$ cat src/rtl/mode_seq_ctrl.sv
// Sequential mode finder over a 5-sample window. One shared equality comparator walks the
// 10 sample pairs, then a 5-step scan picks the mode. Optional out_cnt port: MODE_SEQ_CNT_OUT_EN.
module mode_seq_ctrl #(
    parameter int DW = 4
) (
    input  logic          clk,
    input  logic          rst_n,
    input  logic          clear,
    input  logic          in_valid,
    output logic          in_ready,
    input  logic [DW-1:0] in_data,
    output logic          out_valid,
    input  logic          out_ready,
    output logic [DW-1:0] out_mode,
`ifdef MODE_SEQ_CNT_OUT_EN
    output logic [2:0]    out_cnt,
`endif
    output logic          busy
);

    typedef enum logic [1:0] {
        S_LOAD,
        S_CMP,
        S_SEL,
        S_OUT
    } state_t;

    state_t        state;
    state_t        state_nxt;

    logic [DW-1:0] s [5];
    logic [2:0]    c [5];
    logic [2:0]    wr_idx;
    logic [3:0]    p;
    logic [2:0]    k;
    logic [DW-1:0] best_val;
    logic [2:0]    best_cnt;

    logic          accept;
    logic          cmp_en;
    logic          sel_en;
    logic          fin;
    logic [2:0]    pa;
    logic [2:0]    pb;
    logic          pair_eq;
    logic          take_k;

    // NOTE: every signal written in always_comb gets a default first, so no path can infer a latch.
    always_comb begin
        state_nxt = state;
        accept    = 1'b0;
        cmp_en    = 1'b0;
        sel_en    = 1'b0;
        fin       = 1'b0;
        if (clear) begin
            state_nxt = S_LOAD;
        end else begin
            case (state)
                S_LOAD: begin
                    if (in_valid) begin
                        accept = 1'b1;
                        if (wr_idx == 3'd4) state_nxt = S_CMP;
                    end
                end
                S_CMP: begin
                    cmp_en = 1'b1;
                    if (p == 4'd9) state_nxt = S_SEL;
                end
                S_SEL: begin
                    // k==5 is the extra edge that registers the winner into out_mode.
                    if (k == 3'd5) begin
                        fin       = 1'b1;
                        state_nxt = S_OUT;
                    end else begin
                        sel_en = 1'b1;
                    end
                end
                S_OUT: begin
                    if (out_ready) state_nxt = S_LOAD;
                end
                default: state_nxt = S_LOAD;
            endcase
        end
    end

    always_comb begin
        pa = 3'd0;
        pb = 3'd1;
        case (p)
            4'd0: begin pa = 3'd0; pb = 3'd1; end
            4'd1: begin pa = 3'd0; pb = 3'd2; end
            4'd2: begin pa = 3'd0; pb = 3'd3; end
            4'd3: begin pa = 3'd0; pb = 3'd4; end
            4'd4: begin pa = 3'd1; pb = 3'd2; end
            4'd5: begin pa = 3'd1; pb = 3'd3; end
            4'd6: begin pa = 3'd1; pb = 3'd4; end
            4'd7: begin pa = 3'd2; pb = 3'd3; end
            4'd8: begin pa = 3'd2; pb = 3'd4; end
            4'd9: begin pa = 3'd3; pb = 3'd4; end
            default: begin pa = 3'd0; pb = 3'd1; end
        endcase
    end

    assign pair_eq = (s[pa] == s[pb]);
    assign take_k  = (c[k] > best_cnt) || ((c[k] == best_cnt) && (s[k] > best_val));

    assign in_ready  = (state == S_LOAD);
    assign busy      = (state != S_LOAD);
    assign out_valid = (state == S_OUT);

    // NOTE: sequential state uses non-blocking assignments so every register samples pre-edge values.
    always_ff @(posedge clk or negedge rst_n) begin
        if (!rst_n) state <= S_LOAD;
        else        state <= state_nxt;
    end

    // NOTE: the sample buffer has no reset; each slot is written before the CMP pass reads it.
    always_ff @(posedge clk) begin
        if (accept) s[wr_idx] <= in_data;
    end

    always_ff @(posedge clk or negedge rst_n) begin
        if (!rst_n) begin
            wr_idx <= 3'd0;
        end else if (clear) begin
            wr_idx <= 3'd0;
        end else if (accept) begin
            wr_idx <= (wr_idx == 3'd4) ? 3'd0 : wr_idx + 3'd1;
        end
    end

    always_ff @(posedge clk or negedge rst_n) begin
        if (!rst_n) begin
            p <= 4'd0;
            for (int i = 0; i < 5; i++) c[i] <= 3'd1;
        end else if (accept && (wr_idx == 3'd4)) begin
            p <= 4'd0;
            for (int i = 0; i < 5; i++) c[i] <= 3'd1;
        end else if (cmp_en) begin
            p <= p + 4'd1;
            for (int i = 0; i < 5; i++) begin
                if (pair_eq && ((3'(i) == pa) || (3'(i) == pb)) && (c[i] != 3'd5))
                    c[i] <= c[i] + 3'd1;
            end
        end
    end

    // Counts are final for c[0] once pair (0,4) is done, so seeding best from c[0] at p==9 is safe.
    always_ff @(posedge clk or negedge rst_n) begin
        if (!rst_n) begin
            k        <= 3'd0;
            best_val <= '0;
            best_cnt <= 3'd0;
        end else if (cmp_en && (p == 4'd9)) begin
            k        <= 3'd0;
            best_val <= s[0];
            best_cnt <= c[0];
        end else if (sel_en) begin
            k <= k + 3'd1;
            if (take_k) begin
                best_val <= s[k];
                best_cnt <= c[k];
            end
        end
    end

    always_ff @(posedge clk or negedge rst_n) begin
        if (!rst_n)   out_mode <= '0;
        else if (fin) out_mode <= best_val;
    end

`ifdef MODE_SEQ_CNT_OUT_EN
    always_ff @(posedge clk or negedge rst_n) begin
        if (!rst_n)   out_cnt <= 3'd0;
        else if (fin) out_cnt <= best_cnt;
    end
`else
    // Without the count port, best_cnt only steers the SEL scan.
`endif

endmodule
$ cat config.mk
export PLATFORM = sky130hd
export DESIGN_NAME = mode_seq_ctrl
export DESIGN_NICKNAME = d
export VERILOG_FILES = /design/src/rtl/mode_seq_ctrl.sv
export SDC_FILE = /design/constraint.sdc
export NUM_CORES = 1
export LEC_CHECK = 0
export ABC_AREA = 1
export CORE_MARGIN = 5
export CORE_UTILIZATION = 25
export DETAILED_ROUTE_END_ITERATION = 8
export PLACE_DENSITY_LB_ADDON = 0.08
export SYNTH_ARGS = -nofsm -noshare
export SYNTH_HDL_FRONTEND = slang
export SYNTH_SLANG_ARGS = --single-unit
$ cat constraint.sdc
create_clock -name clk -period 3.9 [get_ports clk]
set_input_delay 0.585 -clock clk [delete_from_list [all_inputs] [get_ports clk]]
set_output_delay 0.585 -clock clk [all_outputs]
set_load 0.02 [all_outputs]
==> results of run 1 <==
stage by stage:
step                power [mW]   util  setup slack (ns)  cells
global route              3.87  0.296             0.215    698
CTS                       3.58  0.296             0.702    698
global placement          2.72  0.275             0.795    682
detailed placement        2.72  0.275             0.721    682
finish                    3.52  0.296             0.727    698
floorplan                 2.27      -              1.41    491
sequential cells by signal (all words and copies together), names as in the netlist:
name      count
s            20
c            15
best_val      4
out_mode      4
p             4
best_cnt      3
k             3
wr_idx        3
state         2
worst max-delay path, delay by kind of cell (launching register included):
kind	cells	cell delay (ns)
AOI/OAI and AO/OA	8	1.49
and+or+nand+nor	1	0.07
adders and majority gates	1	0.32
DFF	1	0.75
buffers and inverters	1	0.41
cell families after synthesis:
logic type | Yosys count | synth area share
adders and majority gates | 31 | 0.101
muxes | 1 | 0.00292
xor gates and xnor gates | 2 | 0.00454
DFF | 58 | 0.404
and+or+nand+nor | 210 | 0.249
buffers and inverters | 91 | 0.0967
AOI/OAI and AO/OA | 98 | 0.143
worst paths after layout:
kind	cells past startpoint	end	slack [ns]
worst max-delay path	11	best_val[0]	0.73
worst min-delay path	1	c[2]	0.40
worst max register to register	11	best_val[0]	0.73
worst min register to register	2	c[0]	0.49
max in group asynchronous	1	wr_idx[2]	2.91
min in group clk	2	c[0]	0.49
power breakdown:
part	internal, mW	switching (mW)	total (mW)
clock network	0.549	0.283	0.832
registers	0.800	0.192	0.992
logic	0.587	1.11	1.70
total	1.94	1.59	3.52
cells in the final DEF (no fill, tap or decap), types with 14 or more instances in the layout:
cell type,count
nand2_1,111
inv_1,68
nand3_1,43
o21ai_0,38
dfrtp_1,33
ha_1,31
a21oi_1,28
nor2_1,25
edfxtp_1,20
clkdlybuf4s50_1,14
routing by layer:
metal  global-route usage  wire length (um)  share of wire
met5                    0                 0              0
met4               0.0503               192          0.018
met2                0.193              4930           0.47
met1                0.168              5080           0.48
met3               0.0278               357          0.034
area by class of cell:
cell class	count	share of cell area
clock buffer	12	0.0598
clock inverter	4	0.0109
inverter	78	0.0653
tap	188	0.0525
multi-input combinational	342	0.430
timing repair buffer	16	0.0341
sequential	58	0.348
==> metrics.yaml, run 1 <==
run_status:
  status: "finished, final reports clean"
floorplan:
  core_area_um2: 15100
  die_x_um: 134
  std_cell_rows: 45
  dieArea_um2: 18000
  die_y_um: 134
  start_util: 0.255
  pin_count: 16
yosys:
  synth_top_cells_by_area: "dfrtp_1, edfxtp_1, nand2_1"
  synthesis.nets: 531
  avgSynthCellArea_um2: 7.85
  synth_cell_types: 40
  yosysMostFrequentCell: "nand2_1"
  yosys_most_used_dff: "dfrtp_1"
  synth_top_cells_by_count: "nand2_1, inv_1, nand3_1"
  async_reset_ff_frac: 0.655
  yosys_warnings: 0
  synthesis.area_um2: 3860
  synth_edf_count: 20
  ys_seq_area_frac: 0.404
  syn_inst: 491
  synth_top_cell_area_share: 0.214
  synth-seq-cells: 58
  synth_top_cell_by_area: "dfrtp_1"
setup_path:
  end_kind: "flip-flop"
  startpoint_type: "flip-flop"
  crit_type: "flip-flop to flip-flop"
  critPathMostFrequentCell: "a21oi_1"
  slowest_stage: "dfrtp_1"
  slowest_delay_ns: 0.75
  crit_path_cell_trace: "clkinv_1, a21oi_1, o21ai_0, a31oi_1, ha_1, a21oi_1, nand2_1, a21oi_1, o21ai_1, o22ai_1, a21oi_1"
  path_max_fanout: 24
  startpoint: "k[0]"
  arrival_ns: 3.36
  reg2reg_from: "k[0]"
  cp.required_ns: 4.09
clock_tree:
  cts_buffers: 9
  cts_hold_buf: 0
  postCtsResizedCells: 0
  post-cts-setup-buffers: 0
  htree_levels: 3
  clockRootBuffer: "clkbuf_16"
  cts.sinks: 58
  path_clk_slew_ns: 0.06
  cts_buffer_depth: 2
  clk_latency_ns: 0.33
  cts_tree: "built"
drt:
  wl_per_cell_um: 15.1
  drtIter0Drc: 205
  ant_nets: 0
  via_per_inst: 4.66
  drc: 0
  first_pass_iters: 4
  routed_wirelength_um: 10600
  vias: 3256
global_routing:
  grt_max_degree: 39
  antenna_found_initial: 0
  gr-total-overflow: 0
  grt_pass1_vias: 3191
  track_usage: 0.124
  grt_pass1_wl_um: 17300
power:
  power_density_nw_per_um2: 787
  irDropWorstVdd_v: 0.000195
  p_leak_nw: 2.09
placed_design:
  place.gp.congestion: 0.829
  dp_hpwl_um: 8100
  port_buffers: 15
  placed_area_um2: 4160
final_layout:
  fin_area_um2: 4480
  multiInputGateArea_um2: 1930
  syn_to_final_growth_pct: 16.2
  register_area_um2: 1560
  fillCellCount: 1579
  antenna_cells: 0
  drive_above_1_share: 0.0882
  nNetsFinal: 545
sta:
  fmax_ghz: 0.315
  min_period_ns: 3.17
  finalCritPeriodShare: 0.813
  finalHoldViolCount: 0
  rsz0062_at_grt: "no"
  finClkSkew_ns: 0.00764
  hold_ws_ns: 0.404
  final_max_slew_viol_count: 0
  tightest_slew_ns: 0.939
  maxSlewHeadroom: 0.374
  setup_tns_ns: 0
  setup_viol: 0
hold_path:
  hp-class: "input pin to async pin"
job:
  max-cap-violations: 0
No activity file was read; power rests on OpenSTA's default activity.
==> inputs of run 2 (changes only) <==
- clock period: 3.9 -> 2.94 ns (I/O delays scaled with it)
==> run 2 against run 1 <==
  * Die area stayed put
  * Flip-flop and latch count unchanged
  * Cell count rose by 1.4%
  * First-iteration DRC count is 25% lower
  * Clock-buffer cell count decreased by 1
  * Total power grew 34%
  * Register-to-register slack got worse by 0.36 ns
  * Largest cell class unchanged
  * Highest routed layer unchanged
==> metrics.yaml, run 2 (synthesis results as in run 1) <==
placed_design:
  place.gp.congestion: 0.824
  dp_hpwl_um: 8180
  port_buffers: 15
  placedCellCount: 692
global_routing:
  grt_busiest_layer: "met2"
  antenna_found_initial: 0
  grt_pass1_vias: 3123
  grt_pass1_wl_um: 16800
  grt_max_degree: 39
  grt_util_met3: 0.0278
  gr-total-overflow: 0
  use_met2: 0.187
  track_usage: 0.122
  met1_usage: 0.161
setup_path:
  slowest_stage: "dfrtp_1"
  slowest_delay_ns: 0.40
  reg2reg_depth: 11
  end_kind: "flip-flop"
  arrival_ns: 2.80
  crit_path_cell_trace: "inv_1, ha_1, inv_1, nor3_1, inv_1, nor2_1, inv_1, nand2_1, nor2_1, a31oi_1, inv_1"
  worstReg2RegEnd: "p[1]"
  startpoint_type: "flip-flop"
  critPathMostFrequentCell: "inv_1"
  cp.required_ns: 3.16
  reg2reg_from: "state[0]"
  rrSetupSlack_ns: 0.36
  path_max_fanout: 20
  crit_type: "flip-flop to flip-flop"
floorplan:
  dieArea_um2: 18000
  core_area_um2: 15100
  die_x_um: 134
  pin_count: 16
  start_util: 0.255
  std_cell_rows: 45
  die_y_um: 134
job:
  max-cap-violations: 0
clock_tree:
  clk_latency_ns: 0.34
  post-cts-setup-buffers: 0
  clockRootBuffer: "clkbuf_16"
  path_clk_slew_ns: 0.06
  cts_buffer_depth: 2
  cts_hold_buf: 0
  htree_levels: 3
  cts.sinks: 58
  cts_buffers: 9
  cts_tree: "built"
power:
  irDropWorstVdd_v: 0.000301
  p_leak_nw: 2.13
  power_density_nw_per_um2: 1030
sta:
  finClkSkew_ns: 0.00954
  setup_tns_ns: 0
  fmax_ghz: 0.388
  finalHoldViolCount: 0
  setup_viol: 0
  finalCritPeriodShare: 0.876
  tightest_slew_ns: 0.922
  rsz0062_at_grt: "no"
  min_period_ns: 2.58
  final_max_slew_viol_count: 0
  maxSlewHeadroom: 0.385
drt:
  drc: 0
  ant_nets: 0
  drtIter0Drc: 154
  first_pass_iters: 4
  via_per_inst: 4.63
  vias: 3275
  routed_wirelength_um: 10700
  wl_per_cell_um: 15.0
final_layout:
  antenna_cells: 0
  layoutNonFillerInstCount: 708
  fin_util: 0.301
  largestRegisters: "s (20), c (15)"
  nNetsFinal: 555
  largest_reg_flops: 20
  top_register: "s"
  final_common_cell: "nand2_1"
  drive_above_1_share: 0.110
  syn_to_final_growth_pct: 18.2
  fillCellCount: 1566
  mostFrequentLayoutCells: "nand2_1, inv_1, nand3_1"
hold_path:
  hp-class: "input pin to async pin"
run_status:
  status: "finished, final reports clean"
## run 2: stage by stage
step	cell area, um^2	hold WS [ns]	total power, mW	worst slack, ns
4_1_cts	4550	0.272	4.77	0.248
3_3_place_gp	4250	0.481	3.68	0.251
5_1_grt	4560	0.346	5.16	0.100
2_1_floorplan	3860	0.145	3.01	0.453
3_5_place_dp	4250	0.486	3.67	0.259
6_report	4560	0.253	4.71	0.364
## run 2: worst max path at each step
stage                        start          end  depth (start not counted)
after detailed placement     clear         p[1]                          9
after floorplan               k[1]  best_cnt[0]                         14
after CTS                     k[0]  best_val[0]                         13
after global placement       clear         p[1]                          9
after global routing          k[0]  best_val[0]                         13
final                     state[0]         p[1]                         11
## run 2: area by class of cell
| type | instances | area [um^2] | share of cell area |
|---|---|---|---|
| multi-input combinational | 342 | 1940 | 0.425 |
| sequential | 58 | 1560 | 0.342 |
| inverter | 78 | 293 | 0.0642 |
| clock buffer | 11 | 243 | 0.0533 |
| timing repair buffer | 26 | 240 | 0.0527 |
| tap | 188 | 235 | 0.0516 |
| clock inverter | 5 | 53.8 | 0.0118 |
## run 2: worst max-delay path, delay by kind of cell, from the launching register on
family / cells / cell delay, ns
AO/OA/AOI/OAI: 1 / 0.16
buffers and inverters: 5 / 0.79
adder cells (fa/ha/maj): 1 / 0.21
flip-flops: 1 / 0.40
AND/OR/NAND/NOR: 4 / 0.90
## run 2: layer usage
metal | up-vias | share of wire
met3 | 21 | 0.033
met5 | - | 0
met2 | 52 | 0.45
met4 | 0 | 0.033
li1 | 1695 | -
met1 | 1507 | 0.48
## run 2: timing repair
item,CTS,global route
endpoints found under the hold margin,0,0
setup endpoints to repair,0,7
resized for setup,0,2
## run 2: where the power goes
group          switching [mW]  internal [mW]
Combinational            1.54          0.848
Clock                   0.381          0.676
Sequential              0.198           1.06
==> inputs of run 3 (changes only) <==
- ABC_AREA: 1 -> default
- CORE_UTILIZATION: 25 -> 40
==> run 3 against run 2 <==
  * Critical path depth fell by 1
  * First-iteration DRC count fell by 14%
  * Synthesized cell count fell by 16%
==> metrics.yaml, run 3 <==
yosys:
  synth_cell_types: 66
  yosysMostFrequentCell: "nand2_1"
  avgSynthCellArea_um2: 9.74
  synthesis.area_um2: 4030
  yosys_warnings: 0
  synth_edf_count: 20
  synth_top_cell_by_area: "dfrtp_1"
  synth_top_cells_by_area: "dfrtp_1, edfxtp_1, ha_1"
  ys_seq_area_frac: 0.386
  synth_top_cells_by_count: "nand2_1, dfrtp_1, ha_1"
  synth_top_cell_area_share: 0.205
  syn_inst: 414
  synth-seq-cells: 58
  synthesis.nets: 454
  async_reset_ff_frac: 0.655
  yosys_most_used_dff: "dfrtp_1"
sta:
  finClkSkew_ns: 0.0125
  final_max_slew_viol_count: 0
  tightest_slew_ns: 0.932
  setup_viol: 0
  finalHoldViolCount: 0
  min_period_ns: 2.85
  finalCritPeriodShare: 0.971
  maxSlewHeadroom: 0.378
  fmax_ghz: 0.350
setup_path:
  rrSetupSlack_ns: 0.09
  critPathMostFrequentCell: "buf_4"
  crit_type: "flip-flop to flip-flop"
  slowest_delay_ns: 0.51
  startpoint_type: "flip-flop"
  arrival_ns: 3.14
  end_kind: "flip-flop"
  cp.required_ns: 3.23
  startpoint: "p[1]"
  path_max_fanout: 5
  slowest_stage: "or4_1"
  crit_end: "c[0]"
  crit_path_cell_trace: "ha_4, buf_4, a211oi_2, nor2_1, o32ai_2, xor2_2, buf_4, or2_4, or4_1, nand3_1"
  reg2reg_from: "p[1]"
  reg2reg_depth: 10
  worstReg2RegEnd: "c[0]"
clock_tree:
  cts.sinks: 58
  clk_latency_ns: 0.35
  cts_tree: "built"
  cts_buffers: 9
  path_clk_slew_ns: 0.08
  cts_buffer_depth: 2
  clockRootBuffer: "clkbuf_8"
  htree_levels: 3
power:
  fin_total_pwr_mw: 5.59
  power.switching_mw: 2.36
  irDropWorstVdd_v: 0.000448
  clkPwrFrac: 0.149
  internal_power_mw: 3.23
  switching_share: 0.422
  pwr-share-seq: 0.226
  p_leak_nw: 2.08
  combPwrFrac: 0.625
  power_density_nw_per_um2: 1070
run_status:
  status: "finished, final reports clean"
drt:
  routed_wirelength_um: 11000
  first_pass_iters: 4
  drtIter0Drc: 132
  wl_per_cell_um: 17.8
  ant_nets: 0
  vias: 3393
  drc: 0
  via_per_inst: 5.53
floorplan:
  dieArea_um2: 12200
  std_cell_rows: 36
  pin_count: 16
  die_x_um: 110
  die_y_um: 110
  start_util: 0.411
  core_area_um2: 9820
placed_design:
  place.gp.congestion: 0.902
  dp_hpwl_um: 7890
  port_buffers: 15
  placedCellCount: 588
final_layout:
  fin_util: 0.532
  layoutNonFillerInstCount: 614
  mostFrequentLayoutCells: "buf_4, nand2_1, dfrtp_1"
  antenna_cells: 0
  drive_above_1_share: 0.285
  largestRegisters: "s (20), c (15)"
  fillCellCount: 938
  syn_to_final_growth_pct: 29.7
  largest_reg_flops: 20
  nNetsFinal: 516
  top_register: "s"
  final_common_cell: "buf_4"
global_routing:
  antenna_found_initial: 0
  gr-total-overflow: 0
  track_usage: 0.181
  grt_max_degree: 39
  grt_pass1_wl_um: 18000
  grt_pass1_vias: 3430
job:
  max-cap-violations: 0
hold_path:
  hp-class: "input pin to async pin"
## run 3: cell types whose count changed in the layout (fill, tap and decap cells not counted), sizes merged, moves of 5 or more
cell,previous run,this run
nand3,47,15
nand4,7,2
nand2b,0,11
inv,76,28
xnor2,0,5
or3,0,7
buf,12,54
nor2b,0,8
mux2i,0,29
o21ai,43,27
nand2,115,34
a21oi,28,23
mux2,1,6
## run 3: per-layer routing
layer  GRT usage  wire (um)  vias to the layer above
met3      0.0323        349                       18
met2       0.299       5370                       80
li1            -          -                     1634
met4      0.0616        216                        0
met5           0          0                        -
met1       0.240       5020                     1661
## run 3: per-stage QoR
stage	setup WS, ns	setup TNS, ns	hold WS, ns	area [um^2]
final	0.0859	0	0.233	5230
after global routing	-0.0139	-0.0152	0.319	5230
after CTS	0.0125	0	0.281	4900
after detailed placement	-0.0182	-0.0463	0.471	4630
after global placement	0.0102	0	0.480	4630
after floorplan	0.0287	0	0.145	4060
## run 3: cell type report
type,count,area (um^2),share of cell area
clock buffer,9,124,0.0237
timing repair buffer,68,596,0.114
multi-input combinational,311,2580,0.494
clock inverter,7,93.8,0.0179
tap,133,166,0.0318
inverter,28,105,0.0201
sequential,58,1560,0.299
## run 3: worst min-delay path by stage
stage | from | end | slack (ns) | cells after the start
after floorplan | rst_n | best_cnt[0] | 0.15 | 0
after global placement | out_mode[0] | out_mode[0] | 0.48 | 2
after detailed placement | out_mode[0] | out_mode[0] | 0.47 | 2
after CTS | rst_n | out_mode[2] | 0.28 | 1
after global routing | rst_n | best_val[2] | 0.32 | 1
final | rst_n | out_mode[2] | 0.23 | 1
## run 3: critical path: cells and delay by family (launching register included)
| kind | cells | cell delay [ns] |
|---|---|---|
| AND/OR/NAND/NOR | 4 | 0.99 |
| buffers and inverters | 2 | 0.32 |
| flip-flops | 1 | 0.47 |
| AO/OA/AOI/OAI | 2 | 0.63 |
| adder cells (fa/ha/maj) | 1 | 0.18 |
| XOR/XNOR | 1 | 0.20 |
## run 3: logic make-up after synthesis
group,count (synthesis),share of synthesized area
AO/OA/AOI/OAI,90,0.149
adder cells (fa/ha/maj),31,0.0962
multiplexers,39,0.111
flip-flops,58,0.386
XOR/XNOR,9,0.0195
AND/OR/NAND/NOR,142,0.191
buffers and inverters,45,0.0465
## run 3: power groups by stage
stage / logic [mW] / clock network [mW] / registers [mW]
global placement: 2.80 / 0 / 1.26
detailed placement: 2.84 / 0 / 1.26
finish: 3.49 / 0.835 / 1.26
CTS: 2.92 / 0.853 / 1.25
global route: 3.83 / 0.896 / 1.29
floorplan: 1.94 / 0 / 1.20
## run 3: repair_timing
action                     in CTS  in global routing
pin swaps                       2                 17
buffers inserted                2                  9
setup endpoints to repair       9                 18
hold buffers                    0                  0
gates resized for setup         5                 51
